File: src/rtl/soc_periph_pkg.sv
// Shared definitions for the soc_periph bus responder: register offsets,
// FSM state encoding and the byte-lane write helper.
package soc_periph_pkg;

    localparam logic [3:0] OFF_FLAG    = 4'h0;
    localparam logic [3:0] OFF_RESULT  = 4'h4;
    localparam logic [3:0] OFF_CYCLE   = 4'h8;
    localparam logic [3:0] OFF_SCRATCH = 4'hC;

    typedef enum logic [1:0] {
        IDLE,
        WAIT,
        RESP
    } periph_state_e;

    function automatic logic [31:0] apply_be(input logic [31:0] cur,
                                             input logic [31:0] wdata,
                                             input logic [3:0]  be);
        logic [31:0] res;
        res = cur;
        for (int unsigned k = 0; k < 4; k++) begin
            if (be[k]) res[8*k +: 8] = wdata[8*k +: 8];
        end
        return res;
    endfunction

endpackage

File: src/rtl/soc_periph.sv
// Memory-mapped test-result responder (FLAG, RESULT, CYCLE, SCRATCH) on a req/gnt/rvalid port.
// Define SOC_PERIPH_CYCLE_CNT_EN to build the free-running CYCLE counter at offset 0x8.
module soc_periph
    import soc_periph_pkg::*;
#(
    parameter logic [31:0] BASE_ADDR   = 32'h0001_0000,
    parameter int unsigned WAIT_CYCLES = 0
) (
    input  logic        clk_i,
    input  logic        rst_ni,
    input  logic        req_i,
    output logic        gnt_o,
    output logic        rvalid_o,
    input  logic [31:0] addr_i,
    input  logic        we_i,
    input  logic [3:0]  be_i,
    input  logic [31:0] wdata_i,
    output logic [31:0] rdata_o,
    output logic        err_o,
    output logic [31:0] mem_flag_o,
    output logic [31:0] mem_result_o,
    output logic        done_o
);

    localparam logic [1:0] W_FLAG    = OFF_FLAG[3:2];
    localparam logic [1:0] W_RESULT  = OFF_RESULT[3:2];
    localparam logic [1:0] W_CYCLE   = OFF_CYCLE[3:2];
    localparam logic [1:0] W_SCRATCH = OFF_SCRATCH[3:2];
    localparam logic [3:0] WAIT_LOAD = (WAIT_CYCLES == 0) ? 4'd0 : 4'(WAIT_CYCLES - 1);

    periph_state_e state_q, state_d;
    logic [3:0]    wait_q, wait_d;

    logic [31:0] flag_q, result_q, scratch_q;
    logic [31:0] rdata_q;
    logic        rvalid_q, err_q, done_q;

    logic        addr_hit;
    logic [31:0] resp_data;
    logic        resp_err;
    logic        wr_flag, wr_result, wr_scratch;
    logic        unused_addr_lsb;

    assign addr_hit        = (addr_i[31:4] == BASE_ADDR[31:4]);
    assign unused_addr_lsb = ^addr_i[1:0];

`ifdef SOC_PERIPH_CYCLE_CNT_EN
    logic [31:0] cycle_q;

    always_ff @(posedge clk_i or negedge rst_ni) begin
        if (!rst_ni) cycle_q <= '0;
        else         cycle_q <= cycle_q + 32'd1;
    end
`endif

    // RESP behaves like IDLE for a new request, which is what allows back-to-back grants.
    always_comb begin
        state_d = state_q;
        wait_d  = wait_q;
        gnt_o   = 1'b0;
        case (state_q)
            IDLE, RESP: begin
                if (req_i) begin
                    if (WAIT_CYCLES == 0) begin
                        gnt_o   = 1'b1;
                        state_d = RESP;
                    end else begin
                        wait_d  = WAIT_LOAD;
                        state_d = WAIT;
                    end
                end else begin
                    state_d = IDLE;
                end
            end
            WAIT: begin
                if (!req_i) begin
                    state_d = IDLE;
                end else if (wait_q == 4'd0) begin
                    gnt_o   = 1'b1;
                    state_d = RESP;
                end else begin
                    wait_d = wait_q - 4'd1;
                end
            end
            default: state_d = IDLE;
        endcase
    end

    always_ff @(posedge clk_i or negedge rst_ni) begin
        if (!rst_ni) begin
            state_q <= IDLE;
            wait_q  <= '0;
        end else begin
            state_q <= state_d;
            wait_q  <= wait_d;
        end
    end

    always_comb begin
        resp_data = '0;
        resp_err  = 1'b0;
        if (!addr_hit) begin
            resp_err = 1'b1;
        end else begin
            case (addr_i[3:2])
                W_FLAG:    resp_data = flag_q;
                W_RESULT:  resp_data = result_q;
                W_SCRATCH: resp_data = scratch_q;
                W_CYCLE: begin
`ifdef SOC_PERIPH_CYCLE_CNT_EN
                    resp_data = cycle_q;
                    resp_err  = we_i;
`else
                    resp_err  = 1'b1;
`endif
                end
                default: resp_err = 1'b1;
            endcase
        end
        if (we_i) resp_data = '0;
    end

    assign wr_flag    = gnt_o & we_i & addr_hit & (addr_i[3:2] == W_FLAG);
    assign wr_result  = gnt_o & we_i & addr_hit & (addr_i[3:2] == W_RESULT);
    assign wr_scratch = gnt_o & we_i & addr_hit & (addr_i[3:2] == W_SCRATCH);

    always_ff @(posedge clk_i or negedge rst_ni) begin
        if (!rst_ni) begin
            flag_q    <= '0;
            result_q  <= '0;
            scratch_q <= '0;
        end else begin
            if (wr_flag)    flag_q    <= apply_be(flag_q, wdata_i, be_i);
            if (wr_result)  result_q  <= apply_be(result_q, wdata_i, be_i);
            if (wr_scratch) scratch_q <= apply_be(scratch_q, wdata_i, be_i);
        end
    end

    always_ff @(posedge clk_i or negedge rst_ni) begin
        if (!rst_ni) begin
            rvalid_q <= 1'b0;
            rdata_q  <= '0;
            err_q    <= 1'b0;
            done_q   <= 1'b0;
        end else begin
            rvalid_q <= gnt_o;
            done_q   <= (flag_q != '0);
            if (gnt_o) begin
                rdata_q <= resp_data;
                err_q   <= resp_err;
            end
        end
    end

    assign rvalid_o     = rvalid_q;
    assign rdata_o      = rdata_q;
    assign err_o        = err_q;
    assign done_o       = done_q;
    assign mem_flag_o   = flag_q;
    assign mem_result_o = result_q;

endmodule
File: config.mk
export PLATFORM = sky130hd
export DESIGN_NAME = soc_periph
export DESIGN_NICKNAME = d
export VERILOG_FILES = /design/src/rtl/soc_periph_pkg.sv /design/src/rtl/soc_periph.sv
export SDC_FILE = /design/constraint.sdc
export NUM_CORES = 1
export LEC_CHECK = 0
export BUFFER_PORTS_ARGS = -buffer_cell sky130_fd_sc_hd__buf_2
export CAP_MARGIN = 5
export CORE_MARGIN = 8
export CORE_UTILIZATION = 50
export DETAILED_ROUTE_END_ITERATION = 7
export PLACE_DENSITY = 0.78
export SYNTH_ARGS = -nofsm -noshare
export SYNTH_HDL_FRONTEND = slang
export SYNTH_SLANG_ARGS = --single-unit
File: constraint.sdc
create_clock -name clk_i -period 2.7 [get_ports clk_i]
set_clock_uncertainty 0.05 [all_clocks]
set_input_delay 0.135 -clock clk_i [delete_from_list [all_inputs] [get_ports clk_i]]
set_output_delay 0.135 -clock clk_i [all_outputs]
set_load 0.03 [all_outputs]
Word-level counts from Yosys, hierarchy flattened
Cells that the tools add are included.
{"block": "totals", "register_bits": 137, "in_bits": 72, "wordCells": 63}
{"block": "classes", "add_sub_neg": 1, "eq_ne": 7, "muxes": 13, "n_bitwise": 6, "reduce_logical": 18}
{"cell": "32-bit case mux with 3 select lines", "n": 1}
{"cell": "32-bit two-way mux", "n": 2}
{"cell": "32-bit nonzero test", "n": 1}
{"cell": "28-bit by 13-bit == test with 1-bit output (second input constant)", "n": 1}
{"cell": "2-bit AND reduction", "n": 12}
{"cell": "2-bit == test (second input constant)", "n": 3}
{"cell": "2-bit two-way mux", "n": 3}
{"cell": "1-bit AND", "n": 5}
{"cell": "1-bit two-way mux", "n": 5}
{"cell": "2-bit by 1-bit == test with 1-bit output (second input constant)", "n": 2}
{"cell": "2-bit zero test", "n": 2}
{"cell": "4-bit zero test", "n": 1}
{"cell": "2-bit case mux with 2 select lines", "n": 1}
{"cell": "4-bit by 1-bit subtractor with 4-bit output (second input constant)", "n": 1}
{"cell": "3-bit inequality test (second input constant)", "n": 1}
{"cell": "3-bit AND reduction", "n": 1}
{"cell": "1-bit case mux with 2 select lines", "n": 1}
{"cell": "2-bit OR reduction", "n": 1}
{"cell": "1-bit inverter", "n": 1}

Logic depth before layout (Yosys ltp)
Gate-level depths: netlist of the first run.
{"block": "logic_depth", "ltp_word": 8, "depth_mapped": 7, "depth_no_buf": 4}

Worst setup path before layout of the first run
No wires, ideal clock.
{"block": "synth_timing", "path_type": "input-to-reg", "from": "input port addr_i[14]", "to": "register result_q[0], in the netlist mem_result_o[0]", "setup_time_ns": 0.125, "t_arrival_ns": 1.873, "required_ns": 2.525, "slack_ns": 0.652, "cell_stages": 5, "n_path_buf": 1, "path_cell_list": "nor4b_1 nand4_2 buf_6 nor4_4 mux2_2"}
{"block": "synth_via", "elab_chain_cells": 4}
{"item": "start: declaration", "line": "soc_periph.sv:14", "text": "input logic [31:0] addr_i,"}
{"item": "28-bit by 13-bit == test with 1-bit output", "line": "soc_periph.sv:44", "text": "assign addr_hit = (addr_i[31:4] == BASE_ADDR[31:4]);"}
{"item": "1-bit AND (2 in a row)", "line": "soc_periph.sv:124", "text": "assign wr_result = gnt_o & we_i & addr_hit & (addr_i[3:2] == W_RESULT);"}
{"item": "2-bit AND reduction (no line)"}
{"item": "end signal: assignment", "line": "soc_periph.sv:134", "text": "if (wr_result) result_q <= apply_be(result_q, wdata_i, be_i);"}
{"item": "end: declaration", "line": "soc_periph.sv:34", "text": "logic [31:0] flag_q, result_q, scratch_q;"}
Every way passes these cells.
A chain may end at the register's enable or synchronous reset.

Worst setup path in the final report of the first run
{"block": "layout_timing", "from": "input port addr_i[14]", "to": "register result_q[12], in the netlist mem_result_o[12]"}
Same word-level chain as after synthesis.

==> results.md, run 1 <==
- Status: finished clean
- P_int: between 3 and 4 mW
- Final Util: 0.691
- Mapped Cells: 455
- Row count: 39
- CTS tree: yes
- Worst path required time: between 2 and 3 ns
- Post-CTS sizing: 0
- First-pass GRT wire length: 25,800 um
- Commonest non-fill, non-tap cell in the layout: buf_2
- DR pass1 iterations: 4
- Io pins: between 150 and 200
- Sequential share of power: 0.414
- Die area: around 15,000 sq um
- Placed Area: around 6900 sq um
- CP top delay family: simple AND/OR/NAND/NOR gates
- Unrepaired setup endpoints after global routing: no
- Leak: around 4.2 nW
- Final worst path period share: 0.694
- GR Util All Layers: 0.219
- Die height: between 100 and 150 um
- Sw Share: 0.210
- Synth area leader: dfrtp_1
- Gate power share: 0.048
- Nets: 740
- Share of layout cells above drive strength 1: 0.480
- Initial Util: 0.512
- Total Power: around 4.7 mW
- DRC Markers: 0
- VDD IR max: roughly 0.52 mV
- Total gr overflow: 0
- DR iter-0 viols: about 320
- WS Path Type: primary input to flop
- Post-route minimum period: approximately 1.9 ns
- Setup Viol. Count Final: 0
- Clock root buffer: clkbuf_16
- Top cells by area, synth: dfrtp_1 (56%), mux2_2 (19%), mux2i_1 (5.5%)
- Clock group share of total power: 0.537
- Largest net degree at the start of global routing: just over 70
- Critical path cell sequence: buf_2, nor4b_1, nand4_2, buf_4, nor4_4, mux2_2
- Flip-flop and latch count after synthesis: approximately 130
- Final Hold Fails: 0
- Max_cap viols: 0
- Crit-path slowest cell: nor4_4
- Clk_lat worst skew: ~0.42 ns
- H-tree depth: 4
- CP endpoint kind: flop
- CTS Buffer Depth: 2
- Port Buffers: around 170
- Post-CTS Setup Inserts: 0
- Initial antenna violation count: 3
- Worst setup SP type: primary input
- Final WL: around 16,000 um
- Pwr/cell area: about 600 nW/um^2
- Distinct cell type count after synthesis: 23
- Yosys top cell area share: 0.561
- Multi-input gate area: roughly 2300 sq um
- Filler cells: 839
- Routed via count: ~4.6k
- Seq/Total Area, Yosys: 0.561
- Fin. max-slew vios: 0
- Worst-path clk slew: 0.06 ns
- Final TNS setup: 0 ns
- Net switching power: roughly 1000 uW
- Worst-Margin Slew: a little under 0.7 ns
- CTS Buf Count: 17
- HP Class: primary input to flop
- FF+latch area: 3280 sq um
- Area Overhead vs Synth: 35.1%
- Worst-path fanout max: 14
- Slowest stage delay, CP: between 0.6 and 0.7 ns
- Arr. time, crit path: about 2.1 ns
- Relative slew slack: 0.538
- Via density: 5.52
- Die width: 124 um
- CP Buf/Inv Count: 2
- F_max: around 530 MHz
- DP HPWL: 11,100 um
- Avg WL per Cell: just under 20 um
- Yosys warns: 0
- Post-route antenna net violation count: 0
- Avg Inst Size Synth: 12.8 sq um
- Hold bufs inserted after CTS: 33
- Commonest non-fill, non-tap cells in the layout: buf_2 (168), dfrtp_1 (131), mux2_2 (96), inv_1 (33), dlygate4sd3_1 (33)
- Sink Count: 131
- Fin area: about 7900 sq um
- Mapped Area: ~5800 sq um
- Core ar.: ~11,000 sq um
- Final GP Congestion: ~0.78
- Post-Syn Nets: roughly 530
- Vias in the first global route: around 4.9k
[power groups by stage]
stage                     registers (mW)  logic, mW  clock network [mW]
after floorplan                     2.00     0.0626                   0
after global placement              2.00      0.188                   0
after detailed placement            2.00      0.194                   0
after CTS                           1.96      0.231                2.58
after global routing                1.96      0.251                2.67
final                               1.97      0.230                2.55
[Yosys cell counts, drive strengths merged]
cell type  count
clkbuf        18
o21ai          1
buf            6
inv           33
or2            2
nor4b          1
nand3          5
o32a           1
mux2          96
nor4          26
and2           1
nand4          3
nand2          2
mux2i         32
a21oi         32
dfrtp        131
o22ai         32
or4            1
nor2          32
[stage by stage]
| stage | hold WS (ns) | worst slack (ns) | instances |
|---|---|---|---|
| floorplan | -0.211 | 0.652 | 455 |
| global placement | 0.130 | 0.382 | 759 |
| detailed placement | 0.136 | 0.366 | 759 |
| CTS | 0.161 | 0.809 | 824 |
| global route | 0.217 | 0.704 | 826 |
| finish | 0.173 | 0.827 | 826 |
[sequential cells by signal, indices dropped and copies added (netlist names)]
name	cells
done_o	1
err_o	1
scratch_q	32
mem_flag_o	32
rvalid_o	1
mem_result_o	32
rdata_o	32
[worst reg2reg max path: stages (launching register included)]
cell     delay [ns]
dfrtp_1        0.42
nor4_1         0.50
nand4_1        0.28
or2_2          0.34
[layer usage]
metal | track usage | part of all wire
met3 | 0.0526 | 0.074
met4 | 0.0870 | 0.013
met2 | 0.365 | 0.50
met1 | 0.270 | 0.41
met5 | 0 | 0.00061
[logic make-up (layout without fill, tap and decap cells)]
| logic type | count (synthesis) | count (layout) | share of synthesized area |
|---|---|---|---|
| flip-flops | 131 | 131 | 0.561 |
| AND/OR/NAND/NOR | 73 | 73 | 0.0951 |
| multiplexers | 128 | 128 | 0.240 |
| buffers and inverters | 57 | 283 | 0.0398 |
| other | 0 | 2 | 0 |
| AO/OA/AOI/OAI | 66 | 66 | 0.0642 |
[worst paths after layout]
| kind | startpoint | to | slack [ns] | cells after the start |
|---|---|---|---|---|
| max | addr_i[14] | mem_result_o[12]$_DFFE_PN0P_ | 0.83 | 6 |
| min | addr_i[3] | rdata_o[31]$_DFFE_PN0P_ | 0.17 | 4 |
| max reg2reg | mem_flag_o[23]$_DFFE_PN0P_ | done_o$_DFF_PN0_ | 1.00 | 3 |
| min reg2reg | scratch_q[11]$_DFFE_PN0P_ | scratch_q[11]$_DFFE_PN0P_ | 0.46 | 1 |
| max in group asynchronous | rst_ni | mem_flag_o[21]$_DFFE_PN0P_ | 1.60 | 3 |
| min in group asynchronous | rst_ni | scratch_q[23]$_DFFE_PN0P_ | 0.25 | 2 |
[layout make-up]
cell class	instances	area share
sequential	131	0.415
multi-input combinational	267	0.295
timing repair buffer	218	0.167
clock buffer	20	0.0579
clock inverter	12	0.0257
tap	143	0.0227
inverter	33	0.0157
antenna	2	0.000634
(Power assumes the default switching activity.)
==> run 2, diff against run 1 <==
--- a/config.mk
+++ b/config.mk
@@ -8,9 +8,9 @@
 export BUFFER_PORTS_ARGS = -buffer_cell sky130_fd_sc_hd__buf_2
 export CAP_MARGIN = 5
 export CORE_MARGIN = 8
-export CORE_UTILIZATION = 50
+export CORE_UTILIZATION = 47
 export DETAILED_ROUTE_END_ITERATION = 7
-export PLACE_DENSITY = 0.78
+export PLACE_DENSITY = 0.77
 export SYNTH_ARGS = -nofsm -noshare
 export SYNTH_HDL_FRONTEND = slang
 export SYNTH_SLANG_ARGS = --single-unit
==> constraint.sdc (replaced) <==
create_clock -name clk_i -period 1.6 [get_ports clk_i]
set_clock_uncertainty 0.05 [all_clocks]
set_input_delay 0.08 -clock clk_i [delete_from_list [all_inputs] [get_ports clk_i]]
set_output_delay 0.08 -clock clk_i [all_outputs]
set_load 0.03 [all_outputs]
==> run 2 against run 1 <==
Against the previous run: design area is 7.8% higher; largest cell class unchanged; critical path depth shrank 2; core utilization increased by 1.4 points; hold slack worse by 0.15 ns; sequential power up 69%; largest power group unchanged; via count up 3.4%; setup slack got worse by 0.76 ns; non-clock buffer count is 28 higher; final cell count up 6.3%; critical endpoint is now done_o$_DFF_PN0_; routed wire length is 7.7% higher; power grew 63%; count of clock-buffer cells in the layout is 2 higher.
==> results.md, run 2 (synthesized netlist as in run 1, its figures left out) <==
- HP Class: primary input to flop
- Worst path required time: 1.85 ns
- Final Hold Fails: 0
- Max_cap viols: 0
- Leak: about 4.4 nW
- Fin cells: roughly 880
- CTS tree: yes
- Relative slew slack: 0.634
- Placed Area: approximately 7600 sq um
- Vias in the first global route: between 5k and 6k
- Core ar.: 12,100 sq um
- Clock root buffer: clkbuf_16
- Fin. max-slew vios: 0
- Nets: 768
- Total gr overflow: 0
- DP HPWL: between 10,000 and 15,000 um
- Area Overhead vs Synth: 45.6%
- Initial antenna violation count: 2
- Final TNS setup: 0 ns
- DP Worst Slack: -0.322 ns
- Unrepaired setup endpoints after global routing: no
- Sink Count: around 130
- Die area: 16,300 sq um
- Worst-path fanout max: 2
- Largest net degree at the start of global routing: between 50 and 60
- Setup Viol. Count Final: 0
- Io pins: 172
- Post-route minimum period: 1.53 ns
- FF+latch area: approximately 3300 sq um
- Commonest non-fill, non-tap cell in the layout: buf_2
- Share of layout cells above drive strength 1: 0.513
- Avg WL per Cell: between 15 and 20 um
- Worst setup SP type: flop
- CTS Buf Count: 17
- WS Path Type: flop to flop
- VDD IR max: between 0.7 and 0.8 mV
- CP endpoint kind: flop
- DR pass1 iterations: 4
- Via density: 5.37
- Filler cells: a little over 800
- Final Util: 0.705
- Initial Util: 0.484
- Row count: 40
- GR Util All Layers: 0.225
- Fin area: approximately 8500 sq um
- Status: finished clean
- Worst-path clk slew: 0.06 ns
- Total Power: slightly below 8 mW
- H-tree depth: 4
- Port Buffers: 169
- DRC Markers: 0
- Die height: between 100 and 150 um
- Pwr/cell area: around 900 nW/um^2
- Final GP Congestion: 0.803
- Clk_lat worst skew: 0.43 ns
- CTS Buffer Depth: 2
- Final setup margin: 0.0671 ns
- Final WL: around 18,000 um
- DR iter-0 viols: 235
- Routed via count: 4,716
- Dpl cells: around 800
- Arr. time, crit path: between 1.5 and 2 ns
- Multi-input gate area: about 2700 sq um
- Commonest non-fill, non-tap cells in the layout: buf_2 (168), dfrtp_1 (131), mux2_4 (49), mux2_2 (47), buf_4 (34)
- Worst-Margin Slew: between 0.5 and 0.6 ns
- First-pass GRT wire length: between 20,000 and 30,000 um
- F_max: 652 MHz
- Die width: 128 um
- Final hold slack: between 0.02 and 0.025 ns
- Post-route antenna net violation count: 0
- Final worst path period share: 0.958
run 2: path summary, 6_finish.rpt:
path / end / startpoint / slack, ns / depth (start not counted)
min: err_o$_DFFE_PN0P_ / req_i / 0.02 / 2
max reg2reg: done_o$_DFF_PN0_ / mem_flag_o[30]$_DFFE_PN0P_ / 0.07 / 4
min reg2reg: scratch_q[9]$_DFFE_PN0P_ / scratch_q[9]$_DFFE_PN0P_ / 0.46 / 1
max: done_o$_DFF_PN0_ / mem_flag_o[30]$_DFFE_PN0P_ / 0.07 / 4
max in group asynchronous: mem_result_o[0]$_DFFE_PN0P_ / rst_ni / 0.77 / 3
min in group asynchronous: mem_flag_o[27]$_DFFE_PN0P_ / rst_ni / 0.09 / 2
run 2: cell type report:
cell class	count	area share
Sequential cell	131	0.385
Clock inverter	10	0.0153
Clock buffer	22	0.0557
Timing Repair Buffer	246	0.192
Tap cell	168	0.0247
Antenna cell	1	0.000294
Inverter	33	0.0146
Multi-Input combinational cell	267	0.312
run 2: per-layer routing:
metal | wire, um | track usage | vias to the layer above
li1 | - | - | 2125
met3 | 1150 | 0.0632 | 39
met4 | 431 | 0.0973 | 2
met5 | 10 | 0 | -
met2 | 9200 | 0.389 | 179
met1 | 6770 | 0.255 | 2371
run 2: worst max-delay path, stage by stage (launching register included):
cell and delay (ns):
dfrtp_1 0.40, nor4_2 0.36, buf_4 0.17, nand4_1 0.13
or2_2 0.31
run 2: timing repair:
action                                  in CTS  in global routing
hold endpoints to repair                   227                  0
buffers inserted                             0                  0
endpoints found under the setup margin       1                  0
hold buffers                                33                  0
gates resized for setup                      1                  0
run 2: where the power goes:
| part | switching (mW) | internal [mW] |
|---|---|---|
| clock | 1.42 | 2.56 |
| sequential | 0.000267 | 3.32 |
| combinational | 0.263 | 0.183 |
